### config.mk
export PLATFORM = sky130hd
export DESIGN_NAME = mem_arbiter
export DESIGN_NICKNAME = d
export VERILOG_FILES = /design/src/rtl/mem_arbiter_pkg.sv /design/src/rtl/mem_arbiter_rr_arb2.sv /design/src/rtl/mem_arbiter.sv
export SDC_FILE = /design/constraint.sdc
export NUM_CORES = 1
export LEC_CHECK = 0
export CAP_MARGIN = 15
export CORE_AREA = 2 2 97 99
export CTS_BUF_LIST = sky130_fd_sc_hd__clkbuf_8 sky130_fd_sc_hd__clkbuf_16
export DETAILED_ROUTE_END_ITERATION = 8
export DIE_AREA = 0 0 99 101
export DONT_BUFFER_PORTS = 1
export GPL_TIMING_DRIVEN = 0
export PLACE_DENSITY_LB_ADDON = 0.1
export SLEW_MARGIN = 20
export SYNTH_ARGS = -nofsm -noshare
export SYNTH_HDL_FRONTEND = slang
export SYNTH_HIERARCHICAL = 1
export SYNTH_SLANG_ARGS = --single-unit
export TNS_END_PERCENT = 30
### constraint.sdc
create_clock -name clk -period 1.2 [get_ports clk]
set_input_delay 0.18 -clock clk [delete_from_list [all_inputs] [get_ports clk]]
set_output_delay 0.18 -clock clk [all_outputs]
set_load 0.05 [all_outputs]
### src/rtl/mem_arbiter_pkg.sv
// Shared types and widths for the I/D cache memory arbiter.
package mem_arbiter_pkg;

    localparam int unsigned ADDR_W = 24;
    localparam int unsigned DATA_W = 32;

    typedef enum logic [1:0] {
        ST_IDLE  = 2'd0,
        ST_REQ   = 2'd1,
        ST_BURST = 2'd2
    } state_t;

    typedef enum logic {
        OWN_I = 1'b0,
        OWN_D = 1'b1
    } owner_t;

    typedef struct packed {
        logic [ADDR_W-1:0] addr;
        logic              wr;
    } mem_req_t;

endpackage

### src/rtl/mem_arbiter_rr_arb2.sv
// Two-way round-robin choice: on a tie the requester not granted last wins.
module rr_arb2
    import mem_arbiter_pkg::*;
(
    input  logic [1:0] req,
    input  owner_t     last,
    output logic [1:0] gnt_c
);

    always_comb begin
        gnt_c = 2'b00;
        if (req == 2'b11) begin
            gnt_c = (last == OWN_D) ? 2'b01 : 2'b10;
        end else begin
            gnt_c = req;
        end
    end

endmodule

### src/rtl/mem_arbiter.sv
// Arbitrates I-cache refills and D-cache line reads/write-backs onto one burst memory port.
module mem_arbiter
    import mem_arbiter_pkg::*;
#(
    parameter int unsigned BEATS = 4
) (
    input  logic              clk,
    input  logic              rst,
    input  logic              i_valid,
    input  logic [ADDR_W-1:0] i_addr,
    output logic              i_ready,
    output logic              i_rvalid,
    output logic [DATA_W-1:0] i_rdata,
    input  logic              d_valid,
    input  logic [ADDR_W-1:0] d_addr,
    input  logic              d_wr,
    output logic              d_ready,
    input  logic [DATA_W-1:0] d_wdata,
    output logic              d_wnext,
    output logic              d_rvalid,
    output logic [DATA_W-1:0] d_rdata,
    output logic              m_valid,
    output logic [ADDR_W-1:0] m_addr,
    output logic              m_wr,
    input  logic              m_ready,
    output logic [DATA_W-1:0] m_wdata,
    input  logic              m_wack,
    input  logic              m_rvalid,
    input  logic [DATA_W-1:0] m_rdata
);

    localparam int unsigned CNT_W = $clog2(BEATS);
    localparam int unsigned OFS_W = $clog2(BEATS) + 2;
    localparam logic [ADDR_W-1:0] LINE_MASK = ~ADDR_W'((1 << OFS_W) - 1);
    localparam logic [CNT_W-1:0] LAST_BEAT = CNT_W'(BEATS - 1);

    state_t            state;
    state_t            state_nxt;
    owner_t            owner;
    owner_t            last_gnt;
    mem_req_t          req_q;
    logic [CNT_W-1:0]  beat_cnt;
    logic [1:0]        gnt_c;
    logic              beat_c;

    rr_arb2 u_rr (
        .req   ({d_valid, i_valid}),
        .last  (last_gnt),
        .gnt_c (gnt_c)
    );

    always_ff @(posedge clk) begin
        if (rst) begin
            state <= ST_IDLE;
        end else begin
            state <= state_nxt;
        end
    end

    // Next state plus the handshake and beat-routing strobes.
    always_comb begin
        state_nxt = state;
        i_ready   = 1'b0;
        d_ready   = 1'b0;
        i_rvalid  = 1'b0;
        d_rvalid  = 1'b0;
        d_wnext   = 1'b0;
        m_valid   = 1'b0;
        m_addr    = '0;
        m_wr      = 1'b0;
        m_wdata   = '0;
        beat_c    = 1'b0;
        case (state)
            ST_IDLE: begin
                if (|gnt_c) state_nxt = ST_REQ;
            end
            ST_REQ: begin
                m_valid = 1'b1;
                m_addr  = req_q.addr;
                m_wr    = req_q.wr;
                i_ready = m_ready && (owner == OWN_I);
                d_ready = m_ready && (owner == OWN_D);
                if (m_ready) state_nxt = ST_BURST;
            end
            ST_BURST: begin
                if (req_q.wr) begin
                    m_wdata = d_wdata;
                    d_wnext = m_wack;
                    beat_c  = m_wack;
                end else begin
                    beat_c   = m_rvalid;
                    i_rvalid = m_rvalid && (owner == OWN_I);
                    d_rvalid = m_rvalid && (owner == OWN_D);
                end
                if (beat_c && (beat_cnt == LAST_BEAT)) state_nxt = ST_IDLE;
            end
            default: state_nxt = ST_IDLE;
        endcase
    end

    assign i_rdata = m_rdata;
    assign d_rdata = m_rdata;

    // Owner/request capture in IDLE, history update on accept, beat counting.
    always_ff @(posedge clk) begin
        if (rst) begin
            owner    <= OWN_I;
            last_gnt <= OWN_D;
            req_q    <= '0;
            beat_cnt <= '0;
        end else begin
            case (state)
                ST_IDLE: begin
                    if (|gnt_c) begin
                        owner      <= gnt_c[1] ? OWN_D : OWN_I;
                        req_q.addr <= (gnt_c[1] ? d_addr : i_addr) & LINE_MASK;
                        req_q.wr   <= gnt_c[1] & d_wr;
                    end
                end
                ST_REQ: begin
                    if (m_ready) begin
                        beat_cnt <= '0;
                        last_gnt <= owner;
                    end
                end
                ST_BURST: begin
                    if (beat_c) begin
                        beat_cnt <= (beat_cnt == LAST_BEAT) ? '0 : beat_cnt + CNT_W'(1);
                    end
                end
                default: ;
            endcase
        end
    end

endmodule
Word level (Yosys, flattened, before mapping)
Index checks and enable logic that the tools add are counted.
{"block": "totals", "register_bits": 27, "latch_bits": 0, "ramBits": 0, "romBits": 0, "input_bits": 120, "output_inout_bits": 127, "n_memories": 0}
{"block": "op_classes", "addsub": 1, "multipliers": 0, "n_div": 0, "n_lt_le_gt_ge": 0, "n_eq_ne": 8, "shifts": 0, "n_mux": 28, "bitwise_logic": 2, "reduce_logical": 12}
{"cell": "$mux W32", "n": 2}
{"cell": "$mux W24", "n": 2}
{"cell": "$mux W2", "n": 8}
{"cell": "$mux W1", "n": 14}
{"cell": "$ne A2 B2 Y1 const B", "n": 4}
{"cell": "$eq A2 B2 Y1 const B", "n": 3}
{"cell": "$pmux W2 S3", "n": 1}
{"cell": "$reduce_and A3 Y1", "n": 2}
{"cell": "$logic_and A1 B1 Y1", "n": 5}
{"cell": "$pmux W2 S2", "n": 1}
{"cell": "$reduce_and A2 Y1", "n": 2}
{"cell": "$add A2 B1 Y2 const B", "n": 1}
{"cell": "$eq A2 B1 Y1 const B", "n": 1}
{"cell": "$logic_not A2 Y1", "n": 1}
{"cell": "$reduce_bool A2 Y1", "n": 1}
{"cell": "$reduce_or A2 Y1", "n": 1}
{"cell": "$and A1 B1 Y1", "n": 1}
{"cell": "$not A1 Y1", "n": 1}

Logic depth before layout (Yosys ltp)
{"block": "depth", "depth_word": 5, "ltp_mapped": 6, "mapped_depth_nobuf": 5}

Hierarchy
Netlist, hierarchy kept.
{"module": "mem_arbiter", "n_inst": 1, "cells_per_inst": 267, "area_per_inst_um2": 2160.8, "seq_area_each_um2": 540.5}
{"module": "rr_arb2", "n_inst": 1, "cells_per_inst": 3, "area_per_inst_um2": 18.8, "seq_area_each_um2": 0.0}

Worst setup path after synthesis
Ideal clock, no wire load.
{"block": "synth_path", "path_type": "register to output", "startpoint": "register state[1]", "endpoint": "output port i_rvalid", "arrival_time_ps": 1496, "required_time_ps": 1020, "slack_ps": -476, "stages_incl_launch_ff": 5, "path_cell_list": "dfxtp_1 > and2b_1 > buf_2 > nand2_1 > nor2_1"}
{"block": "synth_via", "elab_chain_len": 2}
{"element": "start, declared", "line_no": "mem_arbiter.sv:37", "rtl": "state_t state;"}
{"element": "start signal, assigned", "line_no": "mem_arbiter.sv:56", "rtl": "state <= state_nxt;"}
{"element": "$eq A2 B2 Y1", "line_no": "mem_arbiter.sv:73", "rtl": "case (state)"}
{"element": "$mux W1", "line_no": "mem_arbiter.sv:73"}
{"element": "end, declared", "line_no": "mem_arbiter.sv:12", "rtl": "output logic i_rvalid,"}
Every way passes these cells.

Worst setup path in the final report
{"block": "layout_path", "startpoint": "register state[0]", "endpoint": "output port m_wdata[6]"}
{"block": "layout_via", "elab_chain_len": 2}
{"element": "$eq A2 B2 Y1", "line_no": "mem_arbiter.sv:73"}
{"element": "$mux W32", "line_no": "mem_arbiter.sv:73"}
{"element": "end, declared", "line_no": "mem_arbiter.sv:26", "rtl": "output logic [DATA_W-1:0] m_wdata,"}
Every way passes these cells.

==> results.py <==
metrics = {
    "detailed_routing": {
        "firstDrtPassIters": 4,
        "drc": 0,
        "viasPerCell": 4.75,
        "dr_total_vias": 1882,
        "drtAntennaViolNets": 0,
        "drt_iter0_drc": 34,
        "drt-total-wl_um": 6930,
        "wl_per_cell_um": 17.5,
    },
    "yosys": {
        "avgSynthCellArea_um2": 8.07,
        "yosysUniqueCellTypes": 32,
        "ys_seq_elements": 27,
        "yosysTopAreaCellShare_pct": 24.8,
        "ys_seq_area_share_pct": 24.8,
        "yosys-top-cells-area": "dfxtp_1 25%, buf_4 24%, and3_1 10%, mux2i_1 9.6%, a211oi_1 6.9%",
        "synth-edff-count": 0,
        "synth_warnings": 6,
        "synth_top_area_cell": "dfxtp_1",
        "async_flop_share_pct": 0,
        "synthCells": 270,
        "syn_area_um2": 2180,
        "synthFlopType": "dfxtp_1",
    },
    "clock_tree": {
        "clock_sinks": 27,
        "cts_tree": "yes",
        "cts_root_buffer": "clkbuf_8",
        "cts_hold_buf": 0,
        "numCtsBuffers": 3,
        "clk_pin_slew_ns": 0.09,
        "htreeDepth": 1,
        "clk-insertion-delay-late_ns": 0.27,
        "cts_max_path_buffers": 2,
    },
    "global_routing": {
        "overflow": 0,
        "grt_pass1_wl_um": 9870,
        "grt_max_degree": 15,
        "antenna_found_initial": 0,
        "track_usage_pct": 12.5,
        "grt_pass1_vias": 1723,
    },
    "sta": {
        "timing.final.ws_setup_ns": -0.391,
        "fin_crit_sh_pct": 133,
        "finalCriticalPeriod_ns": 1.59,
        "finalHoldViolations": 0,
        "rsz0062_at_grt": "yes",
        "clock_skew_ns": 0.00313,
        "fin_tns_setup_ns": -22.50,
        "tightest_slew_ns": 0.544,
        "drv_slew": 0,
        "max_freq_mhz": 628,
        "setup_viol": 82,
        "max-slew-margin-rel_pct": 63.7,
    },
    "setup_path": {
        "end_kind": "primary output",
        "cp.required_ns": 1.02,
        "crit_fanout": 10,
        "criticalPathCategory": "register to primary output",
        "crit_arrival_ns": 1.41,
        "worstSetupStartpointType": "register",
    },
    "placement": {
        "dp_hpwl_um": 5410,
        "gp_congestion": 0.729,
        "post-place-cells": 384,
        "io_buffers": 0,
        "place_ws_ns": -0.319,
    },
    "power": {
        "p_per_area_nw_per_um2": 1100,
        "max-vdd-ir-drop_uv": 407,
        "power.internal_mw": 1.78,
        "net-switching-power_mw": 1.42,
        "clkPwrFrac_pct": 16.4,
        "p_leak_nw": 1.24,
        "swShare_pct": 44.4,
        "p_total_mw": 3.21,
        "power_frac_comb_pct": 49.9,
        "pwr-share-seq_pct": 33.7,
    },
    "layout": {
        "final_nets": 407,
        "fin_util_pct": 32.5,
        "diodes": 0,
        "syn_to_final_growth_pct": 33.8,
        "final_cells": 396,
        "drive_gt1_share_pct": 63.2,
    },
    "floorplanning": {
        "num_io_pins": 247,
        "dieWidth_um": 99,
        "start_util_pct": 24.3,
        "die_h_um": 101,
        "core_area_um2": 8980,
        "dieArea_um2": 10000,
        "core.rowCount": 35,
    },
    "worst_hold_path": {
        "hp-class": "input port to register",
    },
    "job": {
        "drv_cap": 0,
    },
    "run_status": {
        "status": "finished, violations left",
        "failed_checks": "negative setup slack",
    },
}
-- kinds of logic after synthesis --
kind of cell | Yosys count | synth area share, %
adders and majority gates | 1 | 0.574
muxes | 21 | 9.64
buffers and inverters | 93 | 28.6
DFF | 27 | 24.8
other | 1 | 0.172
and+or+nand+nor | 73 | 20.3
AOI/OAI and AO/OA | 54 | 15.9
-- sequential cells by signal, indices dropped and copies added, names as in the netlist --
register,cells
beat_cnt,2
last_gnt,1
owner,1
req_q,21
state,2
-- critical path, stage by stage, from the launching register on --
cell and delay [ns]:
dfxtp_4 0.37, and2b_4 0.30, clkbuf_8 0.18, and3_4 0.29
-- final timing paths --
kind	from	endpoint	slack, ns	cells after the start
setup / recovery	state[0]	m_wdata[6]	-0.39	3
hold / removal	d_wr	req_q[0]	0.04	2
setup reg to reg	last_gnt	req_q[14]	-0.15	6
hold reg to reg	last_gnt	last_gnt	0.50	1
-- layer usage --
| metal | wire length, um | share of wire (%) | global-route usage, % | vias to the layer above |
|---|---|---|---|---|
| met5 | 0 | 0 | 0 | - |
| met4 | 25 | 0.36 | 1.90 | 0 |
| met3 | 682 | 9.8 | 3.33 | 4 |
| met2 | 3640 | 53 | 22.2 | 122 |
| met1 | 2580 | 37 | 15.5 | 856 |
| li1 | - | - | - | 900 |
-- layout by cell type, fill, tap and decap left out, types with 3 or more instances in the layout --
master and count:
a211oi_1 19, a21oi_1 18, a21oi_2 7, and2_4 20, and3_4 33, buf_4 74, buf_6 10, clkbuf_1 3
clkbuf_8 7, conb_1 4, dfxtp_1 23, inv_1 5, mux2i_1 19, nor2_4 3
-- through the flow --
stage,hold WS (ns),cell area (um^2)
2_1_floorplan,0.347,2400
3_3_place_gp,0.362,2540
3_5_place_dp,0.370,2540
4_1_cts,0.0649,2850
5_1_grt,0.0411,2920
6_report,0.0361,2920
-- final cells by class --
class | instances | area, um^2
inverter | 4 | 15.0
fill | 952 | 6060
multi-input combinational | 154 | 1360
timing repair buffer | 7 | 66.3
tap | 111 | 139
buffer | 89 | 738
clock inverter | 1 | 3.75
clock buffer | 3 | 41.3
sequential | 27 | 551
-- power groups by stage --
stage,registers (mW),logic (mW),clock network [mW]
after floorplan,1.08,1.28,0
after global placement,1.09,1.43,0
after detailed placement,1.09,1.43,0
after CTS,1.08,1.57,0.557
after global routing,1.10,1.69,0.590
final,1.08,1.60,0.527
-- cell usage after synthesis, types with 2 or more instances --
master     n
buf_4     70
and3_1    35
dfxtp_1   27
a21oi_1   25
and2_1    21
mux2i_1   21
a211oi_1  20
clkbuf_1  10
buf_2      9
inv_1      4
nand2_1    3
nor2_1     3
nand2b_1   2
nor2b_1    2
-- timing repair --
| item | in CTS | in global routing |
|---|---|---|
| resized for setup | 65 | 17 |
| setup buffers | 5 | 0 |
| pin swaps | 40 | 17 |
| endpoints found under the setup margin | 86 | 86 |
| gates cloned | 3 | 0 |
Note: power is estimated with default switching activity, not from simulation.
